===== config.mk =====
export PLATFORM = sky130hd
export DESIGN_NAME = srl_delay_ctrl
export DESIGN_NICKNAME = d
export VERILOG_FILES = /design/src/rtl/srl_delay_ctrl.sv
export SDC_FILE = /design/constraint.sdc
export NUM_CORES = 1
export LEC_CHECK = 0
export CORE_UTILIZATION = 45
export CTS_BUF_LIST = sky130_fd_sc_hd__clkbuf_2
export DETAILED_ROUTE_END_ITERATION = 8
export PLACE_DENSITY_LB_ADDON = 0.25
export SLEW_MARGIN = 15
export SYNTH_ARGS = -nofsm -noshare
export SYNTH_HDL_FRONTEND = slang
export SYNTH_SLANG_ARGS = --single-unit

===== constraint.sdc =====
create_clock -name clk -period 5.7 [get_ports clk]
set_input_delay 1.425 -clock clk [delete_from_list [all_inputs] [get_ports clk]]
set_output_delay 1.425 -clock clk [all_outputs]
set_load 0.01 [all_outputs]

===== src/rtl/srl_delay_ctrl.sv =====
// Programmable shift-register delay line: tap select, fill tracking, output-valid qualification.
// Latency: len_cur ce-qualified edges (len_cur+1 with SRL_DELAY_OREG_EN defined, registered q/q_valid).
// Backpressure: none; ce=0 freezes chain, fill count and q. Optional macro: SRL_DELAY_OREG_EN.
module srl_delay_ctrl #(
    parameter int width    = 1,
    parameter int depth    = 130,
    parameter int INIT_LEN = 130,
    parameter int LW       = $clog2(depth + 1)
) (
    input  logic             clk,
    input  logic             r,
    input  logic             ce,
    input  logic [width-1:0] i,
    input  logic             len_wr,
    input  logic [LW-1:0]    len_req,
    output logic [width-1:0] q,
    output logic             q_valid,
    output logic [LW-1:0]    len_cur,
    output logic             busy,
    output logic             cfg_err
);

    localparam int IW = (depth > 1) ? $clog2(depth) : 1;

    typedef enum logic {
        FILL = 1'b0,
        RUN  = 1'b1
    } state_t;

    state_t            state, state_nxt;
    logic [LW-1:0]     fill_cnt, fill_nxt, len_nxt;
    logic              cfg_err_nxt;
    logic              len_ok;
    logic              valid_c;
    logic [IW-1:0]     tap;
    logic [width-1:0]  stage [depth];

    assign len_ok = (len_req != '0) && (len_req <= LW'(depth));
    assign tap    = IW'(len_cur - LW'(1));

    // Data flops stay reset-free so the chain can map onto SRL primitives.
    always_ff @(posedge clk) begin
        if (ce) begin
            stage[0] <= i;
            for (int k = 1; k < depth; k++) begin
                stage[k] <= stage[k-1];
            end
        end
    end

    always_comb begin
        state_nxt   = state;
        fill_nxt    = fill_cnt;
        len_nxt     = len_cur;
        cfg_err_nxt = cfg_err;
        busy        = (state == FILL);
        valid_c     = (state == RUN);
        if (len_wr && len_ok) begin
            // The write edge itself never counts toward the fill.
            state_nxt = FILL;
            fill_nxt  = len_req;
            len_nxt   = len_req;
        end else begin
            if (len_wr) begin
                cfg_err_nxt = 1'b1;
            end
            if (state == FILL && ce) begin
                if (fill_cnt == LW'(1)) begin
                    state_nxt = RUN;
                end
                fill_nxt = fill_cnt - LW'(1);
            end
        end
    end

    always_ff @(posedge clk) begin
        if (r) begin
            state    <= FILL;
            fill_cnt <= LW'(INIT_LEN);
            len_cur  <= LW'(INIT_LEN);
            cfg_err  <= 1'b0;
        end else begin
            state    <= state_nxt;
            fill_cnt <= fill_nxt;
            len_cur  <= len_nxt;
            cfg_err  <= cfg_err_nxt;
        end
    end

`ifdef SRL_DELAY_OREG_EN
    logic [width-1:0] q_r;
    logic             q_valid_r;

    always_ff @(posedge clk) begin
        if (ce) begin
            q_r <= stage[tap];
        end
    end

    always_ff @(posedge clk) begin
        if (r || (len_wr && len_ok)) begin
            q_valid_r <= 1'b0;
        end else if (ce) begin
            q_valid_r <= valid_c;
        end
    end

    assign q       = q_r;
    assign q_valid = q_valid_r;
`else
    assign q       = stage[tap];
    assign q_valid = valid_c;
`endif

endmodule


==> impl_metrics.tcl <==
set metrics [dict create \
    run_status "complete, no violations" \
    globalRoute.totalOverflow 0 \
    clock_tree_from_tritoncts "built" \
    setup.worst_path.end_class "output pin" \
    core_area_mm2 0.0132 \
    grt_util_all_layers_pct 16.2 \
    die_y_um 118 \
    layout_setup_ws_ps 340 \
    final.min_clock_period_ps 5360 \
    cts.hold.buffers_added 0 \
    place_hpwl_mm 6.43 \
    post-route-period-util_pct 94.0 \
    layout.cells.most_common "edfxtp_1" \
    power.density_mw_per_mm2 313 \
    grt_pass1_vias 3061 \
    layoutNonFillerInstCount 559 \
    layout_common_cells "130 x edfxtp_1, 25 x mux4_2, 23 x clkdlybuf4s50_1" \
    port_buffers 24 \
    antenna_cells_inserted 0 \
    max-cap-violations 0 \
    placement.cell_area_mm2 0.00647 \
    skew_ps 39.1 \
    route.antenna.remaining_nets 0 \
    drt_first_pass_iters 4 \
    placedCellCount 527 \
    drtIter0Drc 247 \
    synth-adder-area-share_pct 0.617 \
    main_combinational_cell_family_by_area_after_synthesis "multiplexers" \
    total_power_w 0.00211 \
    grt_max_degree 91 \
    cts.clk_slew.worst_paths_ps 230 \
    avgViaCountPerCell 5.43 \
    layout.cell_area.non_filler_mm2 0.00672 \
    top_level_ports 25 \
    synthSimpleGateAreaFrac_pct 4.67 \
    fmax_mhz 187 \
    clk_latency_ps 660 \
    leakagePower_nw 2.26 \
    final_hold_viol_count 0 \
    avgRoutedWirePerCell_um 18.4 \
    synthFlopType "edfxtp_1" \
    critical_path_arrival_ps 3930 \
    postCtsResizedCells 0 \
    required_ps 4280 \
    slew_viol_final 0 \
    cts_htree_levels 4 \
    tritoncts_num_sinks 148 \
    syn_to_final_growth_pct 10.5 \
    setup.worst_path.class "reg -> out" \
    cts_buffers 17 \
    worstSetupStartpointType "flop" \
    syn_avg_cell_area_um2 17.9 \
    synth.area.mux_share_pct 15.6 \
    setup_viol 0 \
    grt_antenna_before_repair 0 \
    synthesis.nets 356 \
    cts_setup_buffers 0 \
    ys.warnings.count 0 \
    routed_via_count 3036 \
    place_ws_ps 938 \
    final_layout_size_suffix_gt1_share_pct 21.1 \
    synthCells 340 \
    netlist_cell_types 45 \
    setup-tns-final_ps 0 \
    cts_max_path_buffers 2 \
    clock_root_buffer_master "clkbuf_2" \
    rows 42 \
    synth_xor_area_share_pct 2.18 \
    timing.slew.headroom_pct 27.5 \
    die_w_um 118 \
    synth-seq-cells 148 \
    num-nets-final 386 \
    totalWireLength_mm 10.3 \
    async_flop_share_pct 0 \
    floorplan.initialDensity_pct 46.1 \
    synth_compound_gate_area_share_pct 4.49 \
    timing_worst_slew_pin_value_ps 1090 \
    netlist_area_mm2 0.00608 \
    peakVddDrop_mv 0.158 \
    post_synth_edffs 130 \
    register_area_share_after_synthesis_pct 70.1 \
    worst-path-max-fanout 12 \
    routabilityCongestion 0.809 \
    hp-class "reg -> reg" \
    grt_first_pass_wirelength_mm 17.1 \
    setup_repair_after_global_routing_missed_its_margin "false" \
    drc 0 \
    die_area_mm2 0.0140 \
]
-- worst max-delay path, cell delays in order (launching register included) --
cell and delay [ps]:
dfxtp_2 360, inv_1 190, ha_2 330, xor2_4 320, buf_4 290, mux4_1 560, mux2_2 270, o2111ai_1 170
o22a_1 190, a41oi_2 120, clkdlybuf4s50_1 500
-- cells by family after synthesis --
group                    Yosys count
buffers and inverters             28
AND/OR/NAND/NOR                   58
XOR/XNOR                          13
adder cells (fa/ha/maj)            3
multiplexers                      52
flip-flops                       148
AO/OA/AOI/OAI                     38
-- worst paths after layout --
path | to | cells after the start | startpoint | slack, ps
setup / recovery | q | 10 | len_cur[0] | 340
hold reg to reg | stage[50] | 0 | stage[49] | 430
setup reg to reg | fill_cnt[7] | 6 | fill_cnt[2] | 3570
hold / removal | stage[50] | 0 | stage[49] | 430
-- synth_stat cells, drive strengths merged (5+ instances only) --
cell    count  area share [%]
o22ai       5            0.51
a211oi      7            0.86
nor4        5            0.51
edfxtp    130              64
inv        11            0.68
mux2       12             2.2
nor3        5            0.41
a21oi       8            0.66
nor2       17             1.0
mux2i       9             1.5
dfxtp      18             5.9
buf        10             1.3
mux4       31              12
clkbuf      7            0.43
xnor2       9             1.3
nand2      15            0.93
-- final cells by class --
class / count / area [um2]
fill: 1102 / 6470
sequential: 148 / 4270
multi-input combinational: 164 / 1680
timing repair buffer: 28 / 268
tap: 176 / 220
clock inverter: 14 / 161
clock buffer: 18 / 90.1
inverter: 11 / 41.3
-- metrics by stage --
| step | utilization [%] | hold slack, ps |
|---|---|---|
| 2_1_floorplan | - | 417 |
| 3_3_place_gp | 49.0 | 425 |
| 3_5_place_dp | 49.0 | 428 |
| 4_1_cts | 50.9 | 435 |
| 5_1_grt | 51.0 | 439 |
| 6_report | 51.0 | 428 |
-- where the power goes --
group / internal, W / switching (W) / total [W]
sequential: 0.00125 / 0.0000371 / 0.00129
clock: 0.000243 / 0.000361 / 0.000604
combinational: 0.000110 / 0.000108 / 0.000218
total: 0.00160 / 0.000506 / 0.00211
-- flip-flops by register name, summed over array words and instances, names as in the netlist --
signal,cells
len_cur,8
fill_cnt,8
q_valid,1
stage,130
cfg_err,1
-- metal layers --
| metal | global-route usage, % | share of wire (%) | vias up |
|---|---|---|---|
| met5 | 0 | 0 | - |
| met4 | 3.61 | 0.57 | 0 |
| met3 | 5.16 | 3.3 | 4 |
| met2 | 23.5 | 47 | 43 |
| met1 | 24.0 | 49 | 1565 |
| li1 | - | - | 1424 |
Power figures use the tool's default switching activity.
